--- src/rtl/fsk_uart_rx.sv ---
// FSK demodulating UART receiver: classifies the upstream carrier period into mark/space,
// debounces the level, and frames 8N1 bytes sampled mid-bit.
module fsk_uart_rx #(
  parameter int SAMPLES_PER_BIT = 1000,
  parameter int PERIOD_THRESH   = 40,
  parameter int PERIOD_MAX      = 200,
  parameter int FILT_LEN        = 4
) (
  input  logic        sample_clk,
  input  logic        rst,
  input  logic [15:0] period_in,
  output logic [7:0]  rx_data,
  output logic        rx_valid,
  output logic        frame_err,
  output logic        carrier_ok,
  output logic        bit_level
);

  localparam logic [15:0] HALF_LAST = 16'(SAMPLES_PER_BIT / 2 - 1);
  localparam logic [15:0] BIT_LAST  = 16'(SAMPLES_PER_BIT - 1);
  localparam logic [15:0] THRESH    = 16'(PERIOD_THRESH);
  localparam logic [15:0] PMAX      = 16'(PERIOD_MAX);
  localparam logic [3:0]  FILT_LAST = 4'(FILT_LEN - 1);

  typedef enum logic [2:0] {
    IDLE  = 3'd0,
    START = 3'd1,
    DATA  = 3'd2,
    STOP  = 3'd3,
    BREAK = 3'd4
  } state_t;

  logic        raw_p0;
  logic        carrier_p0;
  logic [3:0]  filt_cnt;
  logic        level_prev;
  logic        fall_edge;
  state_t      state;
  logic [15:0] baud_cnt;
  logic [2:0]  bit_idx;
  logic [7:0]  shift_reg;

  assign raw_p0     = (period_in <= THRESH);
  assign carrier_p0 = (period_in != 16'd0) && (period_in <= PMAX);
  assign fall_edge  = level_prev & ~bit_level;

  // Stage 1: carrier detect and glitch filter; the filter freezes while no carrier is present
  always_ff @(posedge sample_clk) begin
    if (!rst) begin
      carrier_ok <= 1'b0;
      filt_cnt   <= 4'd0;
      bit_level  <= 1'b1;
      level_prev <= 1'b1;
    end else begin
      carrier_ok <= carrier_p0;
      level_prev <= bit_level;
      if (carrier_ok) begin
        if (raw_p0 == bit_level) begin
          filt_cnt <= 4'd0;
        end else if (filt_cnt == FILT_LAST) begin
          bit_level <= ~bit_level;
          filt_cnt  <= 4'd0;
        end else begin
          filt_cnt <= filt_cnt + 4'd1;
        end
      end
    end
  end

  // Stage 2: framing FSM, samples the filtered level mid-bit with no resync inside a frame
  always_ff @(posedge sample_clk) begin
    if (!rst) begin
      state     <= IDLE;
      baud_cnt  <= 16'd0;
      bit_idx   <= 3'd0;
      shift_reg <= 8'h00;
      rx_data   <= 8'h00;
      rx_valid  <= 1'b0;
      frame_err <= 1'b0;
    end else begin
      rx_valid  <= 1'b0;
      frame_err <= 1'b0;
      case (state)
        IDLE: begin
          baud_cnt <= 16'd0;
          bit_idx  <= 3'd0;
          if (fall_edge && carrier_ok) begin
            state <= START;
          end
        end
        START: begin
          if (!carrier_ok) begin
            state    <= IDLE;
            baud_cnt <= 16'd0;
          end else if (baud_cnt == HALF_LAST) begin
            baud_cnt <= 16'd0;
            state    <= bit_level ? IDLE : DATA;
          end else begin
            baud_cnt <= baud_cnt + 16'd1;
          end
        end
        DATA: begin
          if (!carrier_ok) begin
            state     <= IDLE;
            baud_cnt  <= 16'd0;
            frame_err <= 1'b1;
          end else if (baud_cnt == BIT_LAST) begin
            shift_reg <= {bit_level, shift_reg[7:1]};
            baud_cnt  <= 16'd0;
            bit_idx   <= bit_idx + 3'd1;
            if (bit_idx == 3'd7) begin
              state <= STOP;
            end
          end else begin
            baud_cnt <= baud_cnt + 16'd1;
          end
        end
        STOP: begin
          if (!carrier_ok) begin
            state     <= IDLE;
            baud_cnt  <= 16'd0;
            frame_err <= 1'b1;
          end else if (baud_cnt == BIT_LAST) begin
            baud_cnt <= 16'd0;
            if (bit_level) begin
              rx_data  <= shift_reg;
              rx_valid <= 1'b1;
              state    <= IDLE;
            end else begin
              frame_err <= 1'b1;
              state     <= BREAK;
            end
          end else begin
            baud_cnt <= baud_cnt + 16'd1;
          end
        end
        BREAK: begin
          // Wait out a held-low line so it cannot look like a fresh start bit
          baud_cnt <= 16'd0;
          if (bit_level) begin
            state <= IDLE;
          end
        end
        default: begin
          state    <= IDLE;
          baud_cnt <= 16'd0;
        end
      endcase
    end
  end

endmodule

--- config.mk ---
export PLATFORM = sky130hd
export DESIGN_NAME = fsk_uart_rx
export DESIGN_NICKNAME = d
export VERILOG_FILES = /design/src/rtl/fsk_uart_rx.sv
export SDC_FILE = /design/constraint.sdc
export NUM_CORES = 1
export LEC_CHECK = 0
export BUFFER_PORTS_ARGS = -buffer_cell sky130_fd_sc_hd__buf_2
export CORE_UTILIZATION = 35
export CTS_BUF_LIST = sky130_fd_sc_hd__clkbuf_4 sky130_fd_sc_hd__clkbuf_8
export DETAILED_ROUTE_END_ITERATION = 7
export PLACE_DENSITY_LB_ADDON = 0.08
export SETUP_SLACK_MARGIN = 0.02
export SLEW_MARGIN = 10
export SYNTH_ARGS = -nofsm -noshare
export SYNTH_HDL_FRONTEND = slang
export SYNTH_SLANG_ARGS = --single-unit
--- constraint.sdc ---
create_clock -name sample_clk -period 1.7 [get_ports sample_clk]
set_input_delay 0.34 -clock sample_clk [delete_from_list [all_inputs] [get_ports sample_clk]]
set_output_delay 0.34 -clock sample_clk [all_outputs]
set_load 0.005 [all_outputs]
**After elaboration in Yosys (flattened, before gate mapping)**

Cells that the tools add are included.

- Word-level logic and storage cells: 76
- Output and inout port bits: 12
- RAM bits: 0
- Latch bits: 0
- Bits in registers: 47
- ROM bits: 0
- Memories: 0
- Input bits: 18

- Eq/ne operators: 17
- Shift operators: 0
- Muxes and demuxes: 28
- Divide/modulo/power cells: 0
- Magnitude comparators: 2
- Bitwise operators: 3
- Multiply operators: 0
- Add/sub/neg operators: 3
- Reductions and logical operators: 12

Operators with widths:

| operator | count |
|---|---|
| $mux W16 | 4 |
| $mux W3 | 12 |
| $pmux W16 S2 | 1 |
| $add A16 B1 Y16 const B | 1 |
| $eq A16 B10 Y1 const B | 1 |
| $eq A16 B9 Y1 const B | 1 |
| $le A16 B6 Y1 const B | 1 |
| $le A16 B8 Y1 const B | 1 |
| $reduce_bool A16 Y1 | 1 |
| $pmux W3 S5 | 1 |
| $ne A3 B3 Y1 const B | 4 |
| $reduce_and A3 Y1 | 3 |
| $mux W4 | 2 |
| $ne A2 B2 Y1 const B | 4 |
| $reduce_and A4 Y1 | 2 |
| $eq A3 B2 Y1 const B | 2 |
| $eq A3 B3 Y1 const B | 2 |
| $pmux W3 S2 | 1 |
| $reduce_and A6 Y1 | 1 |
| $mux W1 | 5 |
| $add A4 B1 Y4 const B | 1 |
| $eq A4 B2 Y1 const B | 1 |
| $add A3 B1 Y3 const B | 1 |
| $eq A3 B1 Y1 const B | 1 |
| other kinds (9) | 11 |

**Depth between registers and ports, before layout**

Gate-level depths: netlist of the first run.

- Depth in word-level cells: 5
- Gate-level depth with buffers: 7
- Mapped depth without buffers: 6

**Worst setup path before layout of the first run**

Ideal clock, no wire load.

- Kind: register -> register
- Start point: reg baud_cnt[11]
- End point: reg bit_idx[0]
- Stages on the path, launching flop included: 6
- Clock period less this slack: 1.785 ns
- Arrival time: 1.671 ns
- Path slack: -0.085 ns
- Path buffers: 0
- Setup time: 0.115 ns
- Required time: 1.585 ns
- Cells stage by stage: dfxtp_1 > or3_4 > nor4_4 > nand3_2 > and3_2 > o21a_1

- Word-level cells in the longest chain between the ends: 3

Ends and longest elaborated chain:

| item | line | RTL |
|---|---|---|
| start: declaration | 39 | `logic [15:0] baud_cnt;` |
| start signal: assignment | 99 | `baud_cnt <= baud_cnt + 16'd1;` |
| start signal: assignment | 115 | `baud_cnt <= baud_cnt + 16'd1;` |
| start signal: assignment | 134 | `baud_cnt <= baud_cnt + 16'd1;` |
| $eq A16 B10 Y1 | 107 | `end else if (baud_cnt == BIT_LAST) begin` |
| $ne A2 B2 Y1 (no line) | - |  |
| $reduce_and A3 Y1 (no line) | - |  |
| end signal: assignment | 110 | `bit_idx <= bit_idx + 3'd1;` |
| end: declaration | 40 | `logic [2:0] bit_idx;` |

No other way between the ends.
A chain may end at the register's enable or synchronous reset.

**Final worst setup path of the first run**

- Start point: reg baud_cnt[15]
- End point: reg rx_data[3]

- Word-level cells in the longest chain between the ends: 2

Ends and longest elaborated chain:

| item | line | RTL |
|---|---|---|
| $eq A16 B10 Y1 | 123 | `end else if (baud_cnt == BIT_LAST) begin` |
| $reduce_and A4 Y1 (no line) | - |  |
| end signal: assignment | 126 | `rx_data <= shift_reg;` |
| end: declaration | 12 | `output logic [7:0] rx_data,` |

No other way between the ends.

==> metrics.txt, run 1 <==
top cell type by total area after synthesis dfxtp_1; DR vias 1,804; Pint 1.57 mW; max incr delay on CP 0.58 ns; Sink Count 47; area share of the largest cell type after synthesis 0.437; Placed Area 0.00267 mm^2; I/O pin cnt 30; final instance area 0.00287 mm^2; Net Sw Frac 0.215; transition time of the tightest slew-check pin 0.369 ns; Worst-Skew Late Latency 0.30 ns; synth warn 0; GRT Residual Overflow 0; layout cells sized above 1 0.325; GR Util All Layers 0.154; clk slew on worst S/H paths 0.10 ns; outcome complete, but fails checks; chip height 80.4 um; placer congestion estimate 0.716; Crit-path slowest cell or4_4; mean routed wirelength per cell 11.7 um; TritonCTS buffer count 5; initial antenna violation count 0; Place WS -0.153 ns; P_leak 1.27 nW; WP data arrival 1.92 ns; met3 GRT Util 0.0375; global route hottest layer met2; drt drc 0; Final Max Tran Viols 0; ratio of final minimum period to clock period 1.01; clock share of power 0.424; mapped cell area 0.00215 mm^2; Psw 429 uW; Layout Utilization 0.484; vias in the first global route 1,745; worst rel slew slack 0.752; largest net degree at the start of global routing 17; Min Hold Slack 0.241 ns; violated checks negative setup slack; WS Path Type flop to flop; die width 80.4 um; final hold violation count 0; setup TNS -0.0999 ns; startpoint types flop; PnR worst setup slack -0.0197 ns; Max FO, Critical Path 8; met1 usage 0.189; hold wc startpoint period_in[6]; Post-synth top flop dfxtp_1; cell with the most instances after synthesis dfxtp_1; sequential share of power 0.550; HP Class primary input to flop; H-tree depth 2; Comb pwr share 0.025; Commonest cells post-synth dfxtp_1 (47), nor2_1 (42), mux2i_1 (16), nand2_1 (16), nand3_1 (15); clock skew 0.00915 ns; nets@finish 326; top cells by area, synth dfxtp_1 (44%), mux2i_1 (7.4%), nor2_1 (7.3%); root buffer cell clkbuf_8; final WL 4460 um; Final Non-Filler Cells 380; Placed Cells 370; routed vias/inst 4.75; P&R area growth vs syn 33.1%; row count 28; Inserted Diodes 0; maxcap violations 0; Storage cell area 943 um^2; EDFF count, synth 0; drt pass-1 iters 4; PD cells 697 mW/mm^2; FILL cells 601; number of buffers and inverters on the critical path 1; HPWL Detailed 3340 um; Initial Util 0.364; die area 0.00647 mm^2; asr flop ratio synth 0; Crit. End Element flop; Post-DRT Antenna Nets 0; CP delay by family, top simple AND/OR/NAND/NOR gates; fmax 582 MHz; Period minus WS final 1.72 ns; sequential-to-total area share from yosys stat 0.437; core area 0.00592 mm^2; Critical Path RT 1.90 ns; CP Cell Sequence or4_4 -> nor2_8 -> buf_12 -> nand4_4 -> mux2i_1 -> nor2_1; Cells after Synth 236; Syn Area/Cell 9.12 um^2; number of synthesized register bits 47; TritonCTS clock tree yes; Reg-to-Reg Start baud_cnt[15]; Largest register FFs 16; Design Power 2.00 mW; Longest Clk Path Bufs 2; IR drop worst, VDD 0.576 mV; M2 GR Usage 0.264; endpoints failing setup 9; Synthesized Nets 258; RSZ-0062 raised after global routing true; Setup crit start baud_cnt[15]; Port Buffers 29; worst reg2reg path depth 6; first-pass GRT wire length 7730 um; Crit path depth 6; area of the multi-input gates 0.00120 mm^2; post-synthesis cell type count 45; WHS Path Cells 2; Detailed Route Iter0 Violations 49
final cells by class:
class | instances | share of cell area
tap | 75 | 0.0327
sequential | 47 | 0.329
clock buffer | 5 | 0.0240
inverter | 6 | 0.00786
clock inverter | 3 | 0.0166
multi-input combinational | 174 | 0.417
timing repair buffer | 70 | 0.172
worst reg2reg max path: stages (launching register included):
cell,delay (ns)
dfxtp_1,0.32
or4_4,0.58
nor2_8,0.13
buf_12,0.12
nand4_4,0.20
mux2i_1,0.22
nor2_1,0.06
cell families (layout without fill, tap and decap cells):
family,count (synthesis),count (layout),share of synthesized area
AOI/OAI and AO/OA,26,26,0.0872
and+or+nand+nor,112,112,0.279
buffers and inverters,15,84,0.0337
adders and majority gates,4,4,0.0232
DFF,47,47,0.437
xor gates and xnor gates,16,16,0.0651
muxes,16,16,0.0744
path summary, 6_finish.rpt:
path / endpoint / slack [ns]
worst min-delay path: carrier_ok / 0.24
worst max-delay path: rx_data[3] / -0.02
worst min register to register: bit_idx[1] / 0.48
worst max register to register: rx_data[3] / -0.02
power by group through the flow:
| stage | Clock [mW] | Combinational, mW | Sequential [mW] |
|---|---|---|---|
| after floorplan | 0 | 0.0175 | 1.13 |
| after global placement | 0 | 0.0506 | 1.13 |
| final | 0.848 | 0.0504 | 1.10 |
| after CTS | 0.887 | 0.0514 | 1.10 |
| after detailed placement | 0 | 0.0513 | 1.13 |
| after global routing | 0.926 | 0.0566 | 1.10 |
metal layers:
| layer | vias up | wire (um) |
|---|---|---|
| li1 | 965 | - |
| met1 | 820 | 2160 |
| met2 | 15 | 2170 |
| met3 | 4 | 94 |
| met4 | 0 | 43 |
| met5 | - | 0 |
layout by cell type (no fill, tap or decap), types with 2 or more instances in the layout:
master,count
nor2_1,42
clkbuf_8,5
xnor2_1,6
nand3b_1,2
nand3_1,12
nand4_1,4
xor2_1,10
and3_1,3
o21ai_1,2
nor4_1,3
a211oi_1,3
ha_1,3
a31oi_1,3
nand2_1,16
a21oi_1,4
dfxtp_2,2
nand2b_1,2
inv_1,6
o211ai_1,2
nand3_2,3
and3_2,2
nor2b_1,5
buf_12,3
nor4_4,2
dfxtp_1,45
a21oi_2,2
o21ai_0,3
buf_4,37
nor3_1,5
mux2i_1,16
buf_2,29
timing repair:
item	in CTS	in global routing
hold endpoints to repair	0	0
setup endpoints to repair	37	38
pin swaps	8	2
buffers inserted	1	1
hold buffers	0	0
gates resized for setup	11	1
Power figures use the tool's default switching activity.
==> run 2, diff against run 1 <==
==> constraint.sdc (replaced) <==
create_clock -name sample_clk -period 1.7 [get_ports sample_clk]
set_input_delay 0.34 -clock sample_clk [delete_from_list [all_inputs] [get_ports sample_clk]]
set_output_delay 0.34 -clock sample_clk [all_outputs]
set_load 0.1 [all_outputs]
==> run 2 against run 1 <==
- the flow still finishes with violations (negative setup slack)
- clock power down 13%
- largest power group unchanged
- clock-buffer cell count up 2
- critical path depth down 1
- critical path type unchanged
- non-clock buffer count up 1
- sequential share of layout area about the same
- global-route usage up 0.49 points
- utilization up 0.25 points
- total power down 5.5%
- via count up 1.3%
==> metrics.txt, run 2 (synthesized netlist as in run 1, its figures left out) <==
outcome complete, but fails checks; violated checks negative setup slack; HP Class primary input to flop; CP Cell Sequence or4_4 -> nor2_8 -> nand3_2 -> and3_2 -> o21a_1; CP delay by family, top simple AND/OR/NAND/NOR gates; flop-to-flop setup slack -0.08 ns (-0.06 ns); DR top layer met4; met2 routed WL 2050 um (-5.3%); P_leak 1.28 nW (+0.23%); TritonCTS clock tree yes; Initial Util 0.364 (unchanged); Worst Setup EP bit_idx[0]; worst rel slew slack 0.676 (-0.0752); fmax 563 MHz (-3.2%); P&R area growth vs syn 33.8%; HPWL Detailed 3300 um (-1.1%); placer congestion estimate 0.744 (+3.9%); initial antenna violation count 0 (unchanged); row count 28 (unchanged); ratio of final minimum period to clock period 1.04 (+0.0330); WP data arrival 1.97 ns (+0.05 ns); core area 0.00592 mm^2 (unchanged); worst r2r dst bit_idx[0]; Reg-to-Reg Start baud_cnt[12]; M1 WL 2330 um (+7.8%); die area 0.00647 mm^2 (unchanged); drt drc 0 (unchanged); Port Buffers 29 (unchanged); Critical Path RT 1.90 ns (about the same); endpoints failing setup 34 (+25); Crit path depth 5 (-1); worst reg2reg path depth 5 (-1); routed vias/inst 4.80 (+1.1%); I/O pin cnt 30 (unchanged); FILL cells 587 (-2.3%); GR Util All Layers 0.159 (+0.00490); startpoint types flop; setup TNS -1.19 ns (-1.09 ns); transition time of the tightest slew-check pin 0.489 ns (+0.120 ns); Max FO, Critical Path 5 (-3); Inserted Diodes 0 (unchanged); Crit. End Element flop; clock skew 0.00787 ns (-0.00128 ns); GRT Residual Overflow 0 (unchanged); commonest non-fill, non-tap cells in the layout nor2_1 (42), dfxtp_1 (42), buf_4 (36); chip height 80.4 um (unchanged); Largest register FFs 16 (unchanged); layout cells sized above 1 0.333 (+0.00874); number of buffers and inverters on the critical path 0 (-1); Post-DRT Antenna Nets 0 (unchanged); H-tree depth 2 (unchanged); met3 WL post-DR 170 um (+81%); maxcap violations 0 (unchanged); Final Max Tran Viols 0 (unchanged); area of the multi-input gates 0.00121 mm^2 (+1.3%); die width 80.4 um (unchanged); RSZ-0062 raised after global routing true; Worst-Skew Late Latency 0.30 ns (about the same); mean routed wirelength per cell 12.1 um (+2.6%); Crit-path slowest cell or4_4; PnR worst setup slack -0.0757 ns (-0.0560 ns); WS Path Type flop to flop; Design Power 1.89 mW (-5.5%); Period minus WS final 1.78 ns (+0.0560 ns); PD cells 656 mW/mm^2 (-6.0%); nets@finish 327 (+0.31%); largest net degree at the start of global routing 15 (-2); IR drop worst, VDD 0.438 mV (-24%); clk slew on worst S/H paths 0.08 ns (-0.02 ns); Storage cell area 950 um^2 (+0.66%); vias in the first global route 1,753 (+0.46%); first-pass GRT wire length 7980 um (+3.2%); Setup crit start baud_cnt[12]; max incr delay on CP 0.59 ns (about the same); Sink Count 47 (unchanged); final WL 4590 um (+2.9%); hold_buf cts 0 (unchanged); Detailed Route Iter0 Violations 73 (+49%); DR vias 1,828 (+1.3%); Longest Clk Path Bufs 2 (unchanged); final hold violation count 0 (unchanged); drt pass-1 iters 4 (unchanged); root buffer cell clkbuf_8; TritonCTS buffer count 5 (unchanged)
[run 2: final cells by class]
cell class | count | area share
Clock buffer | 7 | 0.0334
Tap cell | 75 | 0.0326
Clock inverter | 1 | 0.00217
Multi-Input combinational cell | 174 | 0.420
Timing Repair Buffer | 71 | 0.174
Inverter | 6 | 0.00782
Sequential cell | 47 | 0.330
[run 2: layer usage]
metal	vias to the layer above	global-route usage
li1	959	-
met1	836	0.207
met2	28	0.255
met3	5	0.0398
met4	0	0.0536
met5	-	0
[run 2: per-stage QoR]
| stage | area, um^2 | worst slack (ns) | hold WS, ns | instances | utilization |
|---|---|---|---|---|---|
| 2_1_floorplan | 2170 | -0.0783 | 0.417 | 236 | - |
| 3_3_place_gp | 2630 | -0.0877 | 0.460 | 365 | 0.444 |
| 3_5_place_dp | 2630 | -0.157 | 0.466 | 365 | 0.444 |
| 4_1_cts | 2850 | -0.0575 | 0.231 | 380 | 0.481 |
| 5_1_grt | 2880 | -0.164 | 0.239 | 381 | 0.487 |
| 6_report | 2880 | -0.0757 | 0.236 | 381 | 0.487 |
[run 2: power breakdown]
group	total, mW	leakage [nW]	internal (mW)	switching (mW)
clock network	0.740	0.0548	0.371	0.368
registers	1.10	0.380	1.10	0.0000855
logic	0.0514	0.841	0.0240	0.0274
[run 2: worst reg2reg max path, delay by kind of cell (launching register included)]
| family | cells | cell delay, ns |
|---|---|---|
| AO/OA/AOI/OAI | 1 | 0.17 |
| flip-flops | 1 | 0.32 |
| AND/OR/NAND/NOR | 4 | 1.19 |
[run 2: worst min path at each step]
stage                             from          end  depth (start not counted)
after floorplan            baud_cnt[0]  baud_cnt[0]                          1
after global placement      bit_idx[1]   bit_idx[1]                          2
after detailed placement    bit_idx[1]   bit_idx[1]                          2
after CTS                 period_in[6]   carrier_ok                          2
after global routing      period_in[6]   carrier_ok                          2
final                     period_in[6]   carrier_ok                          2
[run 2: timing repair]
action                                  4_1_cts  5_1_grt
resized for setup                            12        8
buffers inserted                              6        2
gates cloned                                  1        0
pin swaps                                    10        6
endpoints found under the setup margin       38       40
